<file path="src/rtl/ldpc_idx_pkg.sv">
// Shared constants and state encoding for the check-node index unpack stream.
package ldpc_idx_pkg;

  localparam int IDX_W   = 14;
  localparam int NUM_IDX = 35;
  localparam int POS_W   = 6;

  localparam logic [1:0] IDLE = 2'd0;
  localparam logic [1:0] SCAN = 2'd1;
  localparam logic [1:0] DONE = 2'd2;

  typedef enum logic [1:0] {
    ST_IDLE = IDLE,
    ST_SCAN = SCAN,
    ST_DONE = DONE
  } state_e;

endpackage

</file>
<file path="src/rtl/idx_first_set.sv">
// Priority encoder over the pending-slot mask. DESCEND=0 picks the lowest
// set bit, DESCEND=1 the highest. Also reports whether any bit is set and
// whether exactly one bit is set.
module idx_first_set #(
  parameter int N       = 35,
  parameter int PW      = 6,
  parameter bit DESCEND = 1'b0
) (
  input  logic [N-1:0]  vec,
  output logic [PW-1:0] pos,
  output logic          found,
  output logic          single
);

  // Later loop iterations override earlier ones, so the scan order decides priority.
  always_comb begin
    pos = '0;
    if (DESCEND) begin
      for (int i = 0; i < N; i++) begin
        if (vec[i]) pos = PW'(i);
      end
    end else begin
      for (int i = N - 1; i >= 0; i--) begin
        if (vec[i]) pos = PW'(i);
      end
    end
  end

  // x & (x-1) clears the lowest set bit; zero result means at most one bit was set.
  always_comb begin
    found  = |vec;
    single = found && ((vec & (vec - N'(1))) == '0);
  end

endmodule

</file>
<file path="src/rtl/index_unpack_stream.sv">
// Unpacks a 35-slot x 14-bit check-node index vector and streams its
// non-zero slots one per handshake, with slot position and a last flag.
// Build option INDEX_STREAM_DESCEND_EN reverses emission order (highest
// slot first); handshake, last, done and count behaviour are unchanged.
//
// Handshake: an index transfers on a rising edge where idx_valid and
// idx_ready are both high; idx_valid never depends on idx_ready, and
// idx_data/idx_pos/idx_last hold while idx_valid=1 and idx_ready=0.
module index_unpack_stream
  import ldpc_idx_pkg::*;
(
  input  logic                     clk,
  input  logic                     rst,
  input  logic                     load,
  input  logic [IDX_W*NUM_IDX-1:0] index_vec_in,
  output logic                     busy,
  output logic                     idx_valid,
  input  logic                     idx_ready,
  output logic [IDX_W-1:0]         idx_data,
  output logic [POS_W-1:0]         idx_pos,
  output logic                     idx_last,
  output logic                     done,
  output logic [POS_W-1:0]         emit_cnt
);

`ifdef INDEX_STREAM_DESCEND_EN
  localparam bit DESCEND = 1'b1;
`else
  localparam bit DESCEND = 1'b0;
`endif

  state_e                     state_q, state_d;
  logic [IDX_W*NUM_IDX-1:0]   shadow_q;
  logic [NUM_IDX-1:0]         mask_q, mask_load, mask_next, sel_oh;
  logic [POS_W-1:0]           sel_pos, emit_cnt_q;
  logic [IDX_W-1:0]           sel_data;
  logic                       sel_found, sel_single;
  logic                       capture, fire;

  idx_first_set #(
    .N       (NUM_IDX),
    .PW      (POS_W),
    .DESCEND (DESCEND)
  ) u_first_set (
    .vec    (mask_q),
    .pos    (sel_pos),
    .found  (sel_found),
    .single (sel_single)
  );

  // A slot is pending when any of its bits is set; zero slots are never emitted.
  always_comb begin
    mask_load = '0;
    for (int k = 0; k < NUM_IDX; k++) begin
      mask_load[k] = |index_vec_in[k*IDX_W +: IDX_W];
    end
  end

  // Decode the selected position to a one-hot clear mask and pick its slot value.
  always_comb begin
    sel_oh   = '0;
    sel_data = '0;
    for (int k = 0; k < NUM_IDX; k++) begin
      if (sel_pos == POS_W'(k)) begin
        sel_oh[k] = 1'b1;
        sel_data  = shadow_q[k*IDX_W +: IDX_W];
      end
    end
  end

  // Next-state and handshake control; the SCAN exit looks at the post-accept mask.
  always_comb begin
    state_d   = state_q;
    busy      = 1'b0;
    idx_valid = 1'b0;
    done      = 1'b0;
    capture   = 1'b0;
    fire      = 1'b0;
    mask_next = mask_q;
    case (state_q)
      ST_IDLE: begin
        if (load) begin
          capture = 1'b1;
          state_d = ST_SCAN;
        end
      end
      ST_SCAN: begin
        busy      = 1'b1;
        idx_valid = sel_found;
        fire      = sel_found & idx_ready;
        if (fire) mask_next = mask_q & ~sel_oh;
        if (mask_next == '0) state_d = ST_DONE;
      end
      ST_DONE: begin
        busy    = 1'b1;
        done    = 1'b1;
        state_d = ST_IDLE;
      end
      default: state_d = ST_IDLE;
    endcase
  end

  // Presented index fields are forced to zero whenever nothing is offered.
  always_comb begin
    idx_data = idx_valid ? sel_data : '0;
    idx_pos  = idx_valid ? sel_pos  : '0;
    idx_last = idx_valid & sel_single;
    emit_cnt = emit_cnt_q;
  end

  // State register.
  always_ff @(posedge clk or posedge rst) begin
    if (rst) state_q <= ST_IDLE;
    else     state_q <= state_d;
  end

  // Shadow vector, pending mask and accepted-index counter.
  always_ff @(posedge clk or posedge rst) begin
    if (rst) begin
      shadow_q   <= '0;
      mask_q     <= '0;
      emit_cnt_q <= '0;
    end else if (capture) begin
      shadow_q   <= index_vec_in;
      mask_q     <= mask_load;
      emit_cnt_q <= '0;
    end else begin
      mask_q <= mask_next;
      if (fire) emit_cnt_q <= emit_cnt_q + 1'b1;
    end
  end

endmodule

</file>
<file path="config.mk">
export PLATFORM = sky130hd
export DESIGN_NAME = index_unpack_stream
export DESIGN_NICKNAME = d
export VERILOG_FILES = /design/src/rtl/ldpc_idx_pkg.sv /design/src/rtl/idx_first_set.sv /design/src/rtl/index_unpack_stream.sv
export SDC_FILE = /design/constraint.sdc
export NUM_CORES = 2
export LEC_CHECK = 0
export ABC_AREA = 1
export CAP_MARGIN = 20
export CORE_AREA = 8 8 270 272
export CTS_CLUSTER_SIZE = 30
export DETAILED_ROUTE_END_ITERATION = 10
export DIE_AREA = 0 0 278 280
export DONT_BUFFER_PORTS = 1
export GPL_ROUTABILITY_DRIVEN = 1
export GPL_TIMING_DRIVEN = 1
export HOLD_SLACK_MARGIN = 0.05
export PLACE_DENSITY = 0.59
export SETUP_SLACK_MARGIN = 0.4
export SLEW_MARGIN = 15
export SYNTH_ARGS = -nofsm -noshare
export SYNTH_HDL_FRONTEND = slang
export SYNTH_SLANG_ARGS = --single-unit
export TNS_END_PERCENT = 20
</file>
<file path="constraint.sdc">
create_clock -name clk -period 24.3 [get_ports clk]
set_clock_uncertainty 0.1 [all_clocks]
set_input_delay 7.29 -clock clk [delete_from_list [all_inputs] [get_ports clk]]
set_output_delay 7.29 -clock clk [all_outputs]
set_load 0.02 [all_outputs]
</file>
After elaboration in Yosys (flattened, before gate mapping) --
Cells that the tools add are included.
Storage, ports and cells: output and inout port bits 30, register bits 533, memories kept 0, latch bits 0, logic and storage cells 216, ROM bits 0, bits in writable memories 0
Operators by class: order comparisons 0, add/subtract/negate cells 2, reduce and logical (&&, ||, !) cells 45, equal/unequal tests 38, div/mod/pow operators 0, muxes and demuxes 122, bitwise operators 5, multiply operators 0, shifts and indexed selects 0
Operator list (number):
- $mux 14 | 36
- $reduce_or 14->1 | 35
- $mux 6 | 38
- $mux 35 | 4
- $eq 6x5->1 const B | 16
- $and 35x35->35 | 2
- $logic_not 35->1 | 2
- $eq 6x4->1 const B | 8
- $mux 1 | 41
- $not 35->35 | 1
- $reduce_or 35->1 | 1
- $sub 35x1->35 const B | 1
- $eq 6x3->1 const B | 4
- $eq 6x6->1 const B | 3
- $eq 6x2->1 const B | 2
- $add 6x1->6 const B | 1
- $eq 6x1->1 const B | 1
- $logic_not 6->1 | 1
- $mux 2 | 2
- $ne 2x2->1 const B | 2
- $pmux 2 s2 | 1
- $reduce_bool 2->1 | 2
- $and 1x1->1 | 2
- $eq 2x1->1 const B | 1
- other kinds (5) | 5

Longest topological paths before layout --
word-level depth 72, mapped depth 56, mapped depth without buffers 56

Hierarchy --
Synthesis repeated with hierarchy kept, for this count alone.
Unflattened totals: cell total of the unflattened synthesis 3688, area, all modules 27008.4 um^2
Modules (own cells, without submodules):
- index_unpack_stream | instances 1, sequential area each 13337.8 um^2, area each 26015.0 um^2, cells each 3481
- idx_first_set | instances 1, sequential area each 0.0 um^2, area each 993.5 um^2, cells each 207

Worst setup path before layout --
No wires, ideal clock.
path kind register to output, start point reg mask_q[29], end point out idx_data[1], cell stages (with the launch flop) 54, path buffers 0, arrival time 3.784 ns, setup slack 13.126 ns, required time 16.910 ns, cell sequence dfrtp_1 nor2_1 nand2_1 nand2_1 nand2_1 nand2_1 nand2_1 nand2_1 nand2_1 nand2_1 nand2_1 nand2_1 nand2_1 nand2_1 nand2_1 nand2_1 nand2_1 nand2_1 [... 18 more ...] nand2_1 nand4_1 nor2_1 nand3_1 nand2_1 nand3b_1 nand2_1 nand3_1 nand2_1 nand3_1 nand2_1 nand3_1 nand2_1 nand3b_1 nand2_1 nand4_1 nand2_1 a21oi_1
On the way: longest elaborated chain between the ends 67, elaborated cells on any way between the ends 103
Ends and longest elaborated chain:
- start, declared | RTL line index_unpack_stream.sv:34 | logic [NUM_IDX-1:0] mask_q, mask_load, mask_next, sel_oh;
- start signal, assigned | RTL line index_unpack_stream.sv:125 | mask_q <= mask_load;
- start signal, assigned | RTL line index_unpack_stream.sv:128 | mask_q <= mask_next;
- $mux 6 (30 in series) | RTL line idx_first_set.sv:24 | if (vec[i]) pos = PW'(i);
- $logic_not 6->1 | RTL line index_unpack_stream.sv:64 | if (sel_pos == POS_W'(k)) begin
- $mux 14 (35 in series) | RTL line index_unpack_stream.sv:64
- $mux 14 * | RTL line index_unpack_stream.sv:105 | idx_data = idx_valid ? sel_data : '0;
- end, declared | RTL line index_unpack_stream.sv:19 | output logic [IDX_W-1:0] idx_data,
Mark *: on every way between the ends. The rest lies on a longest branch, timed or not.

Worst setup path in the final report --
start point reg mask_q[3], end point out idx_data[11]
On the way: longest elaborated chain between the ends 41, elaborated cells on any way between the ends 77
Ends and longest elaborated chain (RTL line):
- $mux 6 (4 in series) | idx_first_set.sv:24
- $logic_not 6->1 | index_unpack_stream.sv:64
- $mux 14 (35 in series) | index_unpack_stream.sv:64
- $mux 14 * | index_unpack_stream.sv:105
Marks and branches as above.

==> results.md <==
- The routed length on met3 is 6.76 mm.
- The number of placement rows is 97.
- The worst hold path depth is 2.
- The longest clock path from root to sink contains 3 buffers.
- Counting the buffers created by CTS gives 60.
- The number of cells after detailed placement is 4,505.
- For this run, the total global-route usage over all layers was measured as 0.263.
- The worst setup path category is register to output pin.
- The met2 wirelength from detailed routing is 50.1 mm.
- The number of max-capacitance violations reported is 0.
- The leakage power figure is 14.8 nW.
- The number of design rule violations left after detail routing is 0.
- At the end of routability-driven placement, the weighted congestion stood at 0.963.
- The first global-routing pass estimated 158 mm of wire.
- The half-perimeter wire length after detailed placement is 81.1 mm.
- The post-layout instance count excluding filler cells is 4,617.
- The initial utilization of the core area, before any placement, comes to 0.394.
- The sink count of the clock tree is 533.
- Entering global routing, the biggest net connects 222 pins.
- The count of buffers from port buffering is 0.
- The source-to-sink clock delay at the later pin of the worst-skew pair is 0.63 ns.
- Headroom to the max-slew limit came out at 0.274.
- The root buffer cell is sky130_fd_sc_hd__clkbuf_16.
- The number of antenna violations at the first check in global routing is 2.
- At the pin with the least slew margin, the transition time is 1.09 ns.
- In this run the post-CTS setup repair buffer count came out at 0.
- The die covers 77,800 um^2.
- The routed design could run at a clock period as short as 14.23 ns.
- The maximum resistive drop on vdd is 0.0666 mV.
- The remaining global-route overflow is 0.
- The detail route stage leaves a number of antenna-violating nets equal to 0.
- The total number of nets in the final design is 4,177.
- In this run the worst path has a maximum fanout of 29.
- The worst hold path belongs to the class register to register.
- The area share of the largest cell type after synthesis is 0.491.
- Dividing total power by cell area gives a power density of 143 nW/um^2.
- The count of final setup violators is 0.
- Yosys attributes the largest share of cell area to sky130_fd_sc_hd__dfrtp_1 (49%), sky130_fd_sc_hd__nand2_1 (20%), sky130_fd_sc_hd__inv_1 (5.7%).
- Setup repair after global routing left no endpoint under its margin.
- Synthesis produced 3,743 cells.
- The top metal layer carrying routed signals is met4.
- The worst-case reg-to-reg path depth is 42.
- For this block, the via count after detailed routing is 24,900.
- The biggest cell delay along the critical path is 0.55 ns.
- On the critical path, the stage with the largest delay is an instance of sky130_fd_sc_hd__inv_1.
- The count of synthesis-stage warnings from yosys is 0.
- In this run the horizontal extent of the chip is 278 um.
- Compared with the post-synthesis result, the final layout area differs by 10.6%.
- Of the cells placed in the final design, the portion with a size suffix greater than 1 is 0.0483.
- The signal arrival time at the worst endpoint is 6.84 ns.
- The worst setup path is launched from a register.
- The pre-antenna-repair detailed-routing pass consisted of 6 iterations.
- The post-synthesis cell type with the largest combined area is sky130_fd_sc_hd__dfrtp_1.
- The number of endpoints with negative hold slack in the final report is 0.
- Clock-pin slew was measured on the worst setup and hold paths at 0.07 ns.
- The H-tree generated during clock tree synthesis spans 2 levels.
- After detailed routing, the number of vias per cell comes to 5.40.
- The number of global-route vias before repair is 25,300.
- At the end of the flow the core is filled with cells to 0.436.
- The number of buffer and inverter stages on the critical path is 7.
- For the final routed database, the setup TNS stands at 0 ns.
- The number of hold buffers added after cts is 0.
- The cell count along the critical path is 31.
- The share of the Yosys chip area taken by registers is 0.491.
- The total core area is 68,900 um^2.
- The worst setup path is captured at an output pin.
- The max-slew violation count is 0.
- The wire length after detailed routing is 106 mm.
- Dividing the detail-routed wire length by the instance count gives 22.9 um.
- The flow ran to the end, and the final reports show no timing, DRC or antenna violations.
- Gates resized during post-CTS repair numbered 0.
- STA puts the critical path data required time at 16.91 ns.
- A synthesized cell averages 7.25 um^2.
- The wire length on met1 is 44.8 mm.
- Dividing the final minimum period by the clock period gives 0.585.
- When the netlist entered floorplanning its net count stood at 4,242.
- The most prevalent standard cell on the critical path is sky130_fd_sc_hd__nand4_1.
- In this run, the number of DRC markers left after iteration 0 of detailed routing was 2,441.
- After synthesis the netlist holds a flip-flop and latch count of 533.
- The TritonCTS clock tree is done.
- The maximum clock rate is 70.3 MHz.
- After synthesis the cells add up to 27,100 um^2.
- The filler cells instantiated in the layout total 7,224.
- The number of different library cells used by synthesis comes to 44.
- The floorplan die height is 280 um.
- Broken down by cell family, the worst path's largest delay share belongs to simple AND/OR/NAND/NOR gates.
- The number of top-level pins is 524.
cells by family after synthesis:
logic type      Yosys count  synth area share
buf+inv                 576            0.0809
fa+ha+maj                 5           0.00230
simple gates           2142             0.329
compound gates          487            0.0965
flops                   533             0.491
layout by cell type (no fill, tap or decap), types with 5 or more instances in the layout:
cell / Yosys / layout
sky130_fd_sc_hd__o22ai_1: 31 / 31
sky130_fd_sc_hd__nor2_1: 264 / 261
sky130_fd_sc_hd__bufinv_16: 0 / 9
sky130_fd_sc_hd__o41ai_1: 16 / 16
sky130_fd_sc_hd__nand3_1: 117 / 117
sky130_fd_sc_hd__or2_2: 29 / 29
sky130_fd_sc_hd__clkinv_2: 0 / 15
sky130_fd_sc_hd__dfrtp_1: 533 / 533
sky130_fd_sc_hd__clkbuf_1: 138 / 8
sky130_fd_sc_hd__buf_4: 2 / 25
sky130_fd_sc_hd__clkbuf_8: 0 / 8
sky130_fd_sc_hd__inv_1: 412 / 410
sky130_fd_sc_hd__o2111ai_1: 5 / 5
sky130_fd_sc_hd__buf_12: 0 / 5
sky130_fd_sc_hd__or2_0: 6 / 6
sky130_fd_sc_hd__o221ai_1: 6 / 6
sky130_fd_sc_hd__clkinvlp_4: 0 / 6
sky130_fd_sc_hd__nor4_1: 73 / 73
sky130_fd_sc_hd__a21oi_1: 127 / 127
sky130_fd_sc_hd__nor3_1: 29 / 29
sky130_fd_sc_hd__clkbuf_16: 0 / 61
sky130_fd_sc_hd__o21ai_1: 6 / 6
sky130_fd_sc_hd__ha_1: 5 / 5
sky130_fd_sc_hd__nor2_2: 2 / 5
sky130_fd_sc_hd__nand4_1: 139 / 139
sky130_fd_sc_hd__inv_2: 5 / 5
sky130_fd_sc_hd__o21ai_0: 285 / 285
sky130_fd_sc_hd__nand2_1: 1465 / 1464
worst register-to-register path, delay by kind of cell (launching register included):
family,cells,cell delay (ns)
compound gates,4,0.56
flops,1,0.41
buf+inv,2,0.38
simple gates,36,3.98
synthesized netlist by cell type:
| master | count |
|---|---|
| sky130_fd_sc_hd__nand2_1 | 1465 |
| sky130_fd_sc_hd__dfrtp_1 | 533 |
| sky130_fd_sc_hd__inv_1 | 412 |
| sky130_fd_sc_hd__o21ai_0 | 285 |
| sky130_fd_sc_hd__nor2_1 | 264 |
| sky130_fd_sc_hd__nand4_1 | 139 |
| sky130_fd_sc_hd__clkbuf_1 | 138 |
| sky130_fd_sc_hd__a21oi_1 | 127 |
| sky130_fd_sc_hd__nand3_1 | 117 |
| sky130_fd_sc_hd__nor4_1 | 73 |
| sky130_fd_sc_hd__o22ai_1 | 31 |
| sky130_fd_sc_hd__nor3_1 | 29 |
| sky130_fd_sc_hd__or2_2 | 29 |
| sky130_fd_sc_hd__o41ai_1 | 16 |
| sky130_fd_sc_hd__buf_1 | 11 |
| sky130_fd_sc_hd__o21ai_1 | 6 |
| sky130_fd_sc_hd__o221ai_1 | 6 |
| sky130_fd_sc_hd__or2_0 | 6 |
| sky130_fd_sc_hd__ha_1 | 5 |
| sky130_fd_sc_hd__inv_2 | 5 |
| sky130_fd_sc_hd__o2111ai_1 | 5 |
| sky130_fd_sc_hd__nand2_2 | 4 |
| sky130_fd_sc_hd__nand3b_1 | 4 |
| sky130_fd_sc_hd__and3_1 | 3 |
| sky130_fd_sc_hd__buf_2 | 3 |
| sky130_fd_sc_hd__buf_6 | 3 |
| sky130_fd_sc_hd__a221oi_1 | 2 |
| sky130_fd_sc_hd__buf_4 | 2 |
| sky130_fd_sc_hd__clkinv_1 | 2 |
| sky130_fd_sc_hd__nor2_2 | 2 |
| sky130_fd_sc_hd__o21bai_1 | 2 |
| sky130_fd_sc_hd__or3_1 | 2 |
| sky130_fd_sc_hd__a2111oi_0 | 1 |
| sky130_fd_sc_hd__a21boi_0 | 1 |
| sky130_fd_sc_hd__a21oi_4 | 1 |
| sky130_fd_sc_hd__a31oi_1 | 1 |
| sky130_fd_sc_hd__a32oi_1 | 1 |
| sky130_fd_sc_hd__and2_1 | 1 |
| sky130_fd_sc_hd__nand2_4 | 1 |
| sky130_fd_sc_hd__nand3_4 | 1 |
| sky130_fd_sc_hd__nor2_8 | 1 |
| sky130_fd_sc_hd__nor3b_1 | 1 |
| sky130_fd_sc_hd__o311ai_0 | 1 |
| sky130_fd_sc_hd__o31ai_1 | 1 |
area by class of cell:
cell class / count / area (um^2) / share of cell area
Antenna cell: 2 / 5.00 / 0.000167
Clock buffer: 77 / 1670 / 0.0555
Clock inverter: 31 / 399 / 0.0133
Inverter: 419 / 1590 / 0.0529
Multi-Input combinational cell: 2634 / 11600 / 0.387
Sequential cell: 533 / 13300 / 0.444
Tap cell: 891 / 1110 / 0.0371
Timing Repair Buffer: 30 / 288 / 0.00959
path summary, 6_finish.rpt:
check	start	endpoint	slack [ns]
setup / recovery	mask_q[3]	idx_data[11]	10.07
hold / removal	shadow_q[480]	shadow_q[480]	0.38
setup reg to reg	mask_q[31]	state_q[0]	18.74
hold reg to reg	shadow_q[480]	shadow_q[480]	0.38
max in group asynchronous	rst	shadow_q[449]	14.56
min in group asynchronous	rst	shadow_q[69]	6.58
where the power goes:
part,internal [mW],total (mW),switching [mW]
clock,0.577,0.966,0.390
sequential,1.31,1.58,0.268
combinational,0.485,1.75,1.26
sequential cells by signal, indices dropped and copies added, names as in the netlist:
name and cells:
state_q 2, mask_q 35, shadow_q 490, emit_cnt 6
per-stage QoR:
stage	worst slack (ns)	hold slack [ns]	area, um^2	power, mW
after CTS	10.10	0.377	30000	4.30
after global routing	9.57	0.390	30000	4.59
after floorplan	2.01	0.341	27100	2.63
after detailed placement	10.82	0.360	27900	3.32
final	10.07	0.375	30000	4.29
after global placement	10.80	0.359	27900	3.30
routing by layer:
layer / up-vias / track usage
li1: 11800 / -
met1: 12000 / 0.348
met2: 902 / 0.431
met3: 191 / 0.0452
met4: 0 / 0.0999
met5: - / 0
Power figures use the tool's default switching activity.
